### src/rtl/light_dance_pkg.sv
// Shared constants and types for the light-dance lamp display.
// Latency: n/a (declarations only).
// Backpressure: n/a.
package light_dance_pkg;

  localparam int LAMPS      = 8;
  localparam int PWM_W_DFLT = 4;
  localparam int LVL_MAX_DFLT = (1 << PWM_W_DFLT) - 1;
  localparam int DECAY_DFLT = 1;

  typedef logic [PWM_W_DFLT-1:0] level_t;

endpackage

### src/rtl/light_dance_display_lamp_fader.sv
// One lamp: holds a fade-out brightness level and turns it into a PWM drive bit.
// Latency: level updates at the tick edge; lamp reflects it one clock later.
// Backpressure: none; enable=0 holds the level and blanks the lamp.
// Ports: clk, arst (async active-low), tick (frame strobe), bit_in (pattern bit),
//        pwm_cnt (shared PWM phase), enable, lamp (registered drive, 1 = lit).
module lamp_fader
  import light_dance_pkg::*;
#(
  parameter int PWM_W = PWM_W_DFLT,
  parameter int DECAY = DECAY_DFLT
) (
  input  logic             clk,
  input  logic             arst,
  input  logic             tick,
  input  logic             bit_in,
  input  logic [PWM_W-1:0] pwm_cnt,
  input  logic             enable,
  output logic             lamp
);

  localparam logic [PWM_W-1:0] LVL_MAX = '1;
  localparam logic [PWM_W-1:0] DEC_V   = PWM_W'(DECAY);

  logic [PWM_W-1:0] r_level;
  logic             r_lamp;

  always_ff @(posedge clk or negedge arst) begin
    if (!arst) begin
      r_level <= '0;
      r_lamp  <= 1'b0;
    end else begin
      // tick already includes enable, so levels freeze while disabled
      if (tick) begin
        if (bit_in)
          r_level <= LVL_MAX;
        else if (r_level >= DEC_V)
          r_level <= r_level - DEC_V;
        else
          r_level <= '0;
      end
      // Compare uses the pre-edge level, so a new level shows up one cycle later
      r_lamp <= enable & (r_level > pwm_cnt);
    end
  end

  assign lamp = r_lamp;

endmodule

### src/rtl/light_dance_display.sv
// Decimates the shift-register pattern into frames and drives eight faded PWM lamps.
// Latency: frame/frame_vld one clock after the tick edge; lamp one clock after a level change.
// Backpressure: none; enable=0 freezes prescaler, PWM and levels and blanks the lamps.
// Ports: clk, arst (async active-low), enable, div_val (frame period - 1),
//        qdata (pattern in), frame/frame_vld (captured pattern + pulse), lamp (PWM drive).
module light_dance_display
  import light_dance_pkg::*;
#(
  parameter int DIV_W = 16,
  parameter int PWM_W = PWM_W_DFLT,
  parameter int DECAY = DECAY_DFLT
) (
  input  logic             clk,
  input  logic             arst,
  input  logic             enable,
  input  logic [DIV_W-1:0] div_val,
  input  logic [LAMPS-1:0] qdata,
  output logic [LAMPS-1:0] frame,
  output logic             frame_vld,
  output logic [LAMPS-1:0] lamp
);

  // PWM counter wraps after LVL_MAX-1 so the period is LVL_MAX cycles and
  // a full-scale level is lit on every phase.
  localparam logic [PWM_W-1:0] PWM_LAST = PWM_W'((1 << PWM_W) - 2);

  logic [DIV_W-1:0] r_div_cnt;
  logic [PWM_W-1:0] r_pwm_cnt;
  logic [LAMPS-1:0] r_frame;
  logic             r_frame_vld;
  logic             w_tick;

  // >= rather than == so shrinking div_val below the count ticks at once
  assign w_tick = enable & (r_div_cnt >= div_val);

  always_ff @(posedge clk or negedge arst) begin
    if (!arst) begin
      r_div_cnt   <= '0;
      r_pwm_cnt   <= '0;
      r_frame     <= '0;
      r_frame_vld <= 1'b0;
    end else begin
      if (enable) begin
        r_div_cnt <= w_tick ? '0 : r_div_cnt + 1'b1;
        r_pwm_cnt <= (r_pwm_cnt == PWM_LAST) ? '0 : r_pwm_cnt + 1'b1;
      end
      if (w_tick)
        r_frame <= qdata;
      r_frame_vld <= w_tick;
    end
  end

  for (genvar gi = 0; gi < LAMPS; gi++) begin : g_lamp
    lamp_fader #(
      .PWM_W (PWM_W),
      .DECAY (DECAY)
    ) u_fader (
      .clk     (clk),
      .arst    (arst),
      .tick    (w_tick),
      .bit_in  (qdata[gi]),
      .pwm_cnt (r_pwm_cnt),
      .enable  (enable),
      .lamp    (lamp[gi])
    );
  end

  assign frame     = r_frame;
  assign frame_vld = r_frame_vld;

endmodule

### config.mk
export PLATFORM = sky130hd
export DESIGN_NAME = light_dance_display
export DESIGN_NICKNAME = d
export VERILOG_FILES = /design/src/rtl/light_dance_pkg.sv /design/src/rtl/light_dance_display_lamp_fader.sv /design/src/rtl/light_dance_display.sv
export SDC_FILE = /design/constraint.sdc
export NUM_CORES = 1
export LEC_CHECK = 0
export CORE_UTILIZATION = 60
export CTS_CLUSTER_SIZE = 25
export DETAILED_ROUTE_END_ITERATION = 12
export PLACE_DENSITY = 0.84
export SKIP_CTS_REPAIR_TIMING = 1
export SLEW_MARGIN = 30
export SYNTH_ARGS = -nofsm -noshare
export SYNTH_HDL_FRONTEND = slang
export SYNTH_SLANG_ARGS = --single-unit
export TNS_END_PERCENT = 1
### constraint.sdc
create_clock -name clk -period 4.2 [get_ports clk]
set_clock_uncertainty 0.15 [all_clocks]
set_input_delay 0.84 -clock clk [delete_from_list [all_inputs] [get_ports clk]]
set_output_delay 0.84 -clock clk [all_outputs]
set_load 0.02 [all_outputs]
==> impl_metrics.py <==
metrics = {
    "run_status": {
        "status": "finished, final reports clean",
    },
    "clock_network": {
        "cts.sinks": 69,
        "cts-root-buf": "clkbuf_8",
        "cts_tree": "yes",
        "htreeDepth": 3,
        "clk_latency_ns": 0.35,
        "clkTransAtPathRegs_ns": 0.07,
        "cts_buffer_depth": 2,
        "cts-buffers-inserted": 9,
    },
    "worst_setup_path": {
        "path_class": "primary input to flip-flop",
        "ff2ff_setup_slack_ns": 1.49,
        "worstPathMaxFanout": 16,
        "critPathCaptureType": "flip-flop",
        "rr_worst_depth": 8,
        "timing.rr.end": "frame[1]$_DFFE_PN0P_",
        "timing.rr.start": "r_div_cnt[13]$_DFFE_PN0P_",
        "critPathRequiredTime_ns": 4.28,
        "cp_data_arrival_time_ns": 3.37,
        "cp-start-kind": "primary input",
    },
    "timing": {
        "timing.final.ws_setup_ns": 0.913,
        "worst_pin_slew_ns": 0.733,
        "relSlewSlack_pct": 51.1,
        "finalMaxSlewViolations": 0,
        "hold_viol_final": 0,
        "period_minus_slack_ns": 3.29,
        "setup_viol": 0,
        "tns_ns": 0,
        "period_share_pct": 78.3,
        "fmax_ghz": 0.304,
        "rsz0062_at_grt": "no",
    },
    "die": {
        "io_pins": 44,
        "initial_core_util_pct": 63.1,
        "fp.dieH_um": 90.1,
        "die_w_um": 90.1,
        "core_area_um2": 7370,
        "rows": 31,
        "fp.dieArea_um2": 8110,
    },
    "synth": {
        "synthArstFlopShare_pct": 100,
        "synth_seq_cells": 69,
        "synth_warnings": 0,
        "ys.flop_type": "dfrtp_1",
        "synth_edf_count": 0,
        "syn_inst": 508,
        "synthMostInstantiatedCell": "dfrtp_1",
        "avgSynthCellArea_um2": 9.16,
        "synth_fp_nets": 600,
        "synth_area_um2": 4650,
        "ys_types": 42,
        "ys_seq_area_share_pct": 37.1,
        "synth_top_area_share_pct": 37.1,
        "synth_common_cells": "dfrtp_1 (69), ha_1 (65), inv_1 (58), nor2_1 (58), o21ai_0 (41)",
        "synth.area.top_cells": "dfrtp_1 (37%), ha_1 (17%), inv_1 (4.7%)",
        "yosys.area.top_type": "dfrtp_1",
    },
    "power": {
        "intPower_w": 0.00139,
        "seqPwrFrac_pct": 39.6,
        "irDropWorstVdd_mv": 0.237,
        "p_leak_nw": 2.55,
        "netSwitchingFraction_pct": 34.3,
        "combPwrFrac_pct": 32.9,
        "p_per_area_nw_per_um2": 398,
        "switchingPower_w": 0.000725,
        "p_clk_share_pct": 27.5,
    },
    "drt": {
        "via_per_inst": 5.68,
        "post_drt_wl_per_cell_um": 14.9,
        "wl_um": 9750,
        "drt-pass1-iter-count": 4,
        "drc": 0,
        "ant_nets": 0,
        "drtIter0Drc": 163,
        "num_vias": 3713,
    },
    "hold_path": {
        "whs_path_depth": 1,
        "hold_path.class": "flip-flop to flip-flop",
        "hold_end": "frame[4]$_DFFE_PN0P_",
        "hp-start": "frame[4]$_DFFE_PN0P_",
    },
    "grt": {
        "antenna_found_initial": 0,
        "grt_pass1_wl_um": 16600,
        "grt_max_degree": 34,
        "groute.usage.overall_pct": 25.4,
        "gr-total-overflow": 0,
        "grt_pass1_vias": 3684,
    },
    "final_layout": {
        "drive_gt1_share_pct": 8.83,
        "diodes": 0,
        "final_nets": 642,
        "syn_to_final_growth_pct": 14.4,
        "fill_cells": 540,
        "fin_cells": 654,
    },
    "placed_design": {
        "port_buffers": 43,
        "dp_cells": 638,
        "dp_hpwl_um": 7040,
        "place.gp.congestion": 0.845,
        "pre_cts_ws_ns": 0.549,
    },
    "job": {
        "maxCapViolCount": 0,
    },
}
==> state kept, by name, indices dropped and copies added (netlist names) <==
register / cells
frame_vld: 1
frame: 8
r_pwm_cnt: 4
r_div_cnt: 16
g_lamp.u_fader.lamp: 8
g_lamp.u_fader.r_level: 32
==> stage by stage <==
step	instance area, um^2	total power (W)	utilization (%)	hold WS, ns
global placement	5120	0.00148	69.4	0.338
floorplan	4650	0.00133	-	0.340
CTS	5320	0.00213	72.2	0.363
global route	5320	0.00226	72.2	0.383
detailed placement	5120	0.00155	69.4	0.346
finish	5320	0.00212	72.2	0.358
==> power by group through the flow <==
stage	Combinational (W)	Sequential, W	Clock [W]
after floorplan	0.000505	0.000821	0
after global placement	0.000642	0.000841	0
after detailed placement	0.000698	0.000847	0
after CTS	0.000701	0.000836	0.000588
after global routing	0.000792	0.000847	0.000622
final	0.000697	0.000837	0.000582
==> metal layers <==
metal / track usage [%] / part of all wire [%]
met5: 0 / 0
met4: 10.6 / 2.0
met3: 3.81 / 4.1
met2: 45.2 / 51
met1: 30.5 / 43
==> critical path: stages <==
cell and delay, ns:
clkdlybuf4s50_1 0.46, inv_1 0.04, ha_1 0.32, a21oi_2 0.14, o21ai_1 0.06, or4_4 0.53
a21oi_2 0.17, nand2b_1 0.19, buf_4 0.24, mux2_2 0.36
==> worst max-delay path by stage <==
| stage | from | slack (ns) | end |
|---|---|---|---|
| 4_1_cts | div_val[13] | 0.90 | frame[1]$_DFFE_PN0P_ |
| 3_3_place_gp | div_val[13] | 0.65 | frame[2]$_DFFE_PN0P_ |
| 5_1_grt | div_val[13] | 0.82 | frame[1]$_DFFE_PN0P_ |
| 2_1_floorplan | div_val[13] | 1.20 | frame[4]$_DFFE_PN0P_ |
| 6_report | div_val[13] | 0.91 | frame[1]$_DFFE_PN0P_ |
| 3_5_place_dp | div_val[13] | 0.55 | frame[1]$_DFFE_PN0P_ |
==> cells by family after synthesis <==
logic type,count (synthesis),synth area share [%]
buffers and inverters,79,7.88
xor gates and xnor gates,12,2.26
muxes,25,5.59
AOI/OAI and AO/OA,92,11.4
adders and majority gates,65,17.5
DFF,69,37.1
and+or+nand+nor,166,18.3
==> layout make-up <==
| type | count | area, um^2 | share of cell area [%] |
|---|---|---|---|
| Inverter | 59 | 221 | 4.16 |
| Timing Repair Buffer | 51 | 485 | 9.12 |
| Clock buffer | 11 | 131 | 2.47 |
| Tap cell | 99 | 124 | 2.33 |
| Clock inverter | 5 | 75.1 | 1.41 |
| Multi-Input combinational cell | 360 | 2560 | 48.1 |
| Sequential cell | 69 | 1730 | 32.4 |
==> placed cells by master (no fill, tap or decap), drive strengths merged, types with 2 or more instances in the layout <==
cell | Yosys | final
bufinv | 0 | 2
clkinv | 0 | 3
inv | 59 | 59
nand4 | 8 | 8
mux2i | 17 | 17
nor2 | 67 | 67
xor2 | 10 | 10
o22ai | 5 | 5
nor2b | 3 | 3
xnor2 | 2 | 2
nor4b | 8 | 8
nor3b | 8 | 8
nand3 | 11 | 11
clkdlybuf4s50 | 0 | 42
clkbuf | 7 | 11
nor3 | 14 | 14
dfrtp | 69 | 69
buf | 13 | 9
o21ai | 42 | 42
o221a | 5 | 5
a21oi | 32 | 32
ha | 65 | 65
nand2 | 37 | 37
nand2b | 5 | 5
mux2 | 8 | 8
Note: power is estimated with default switching activity, not from simulation.
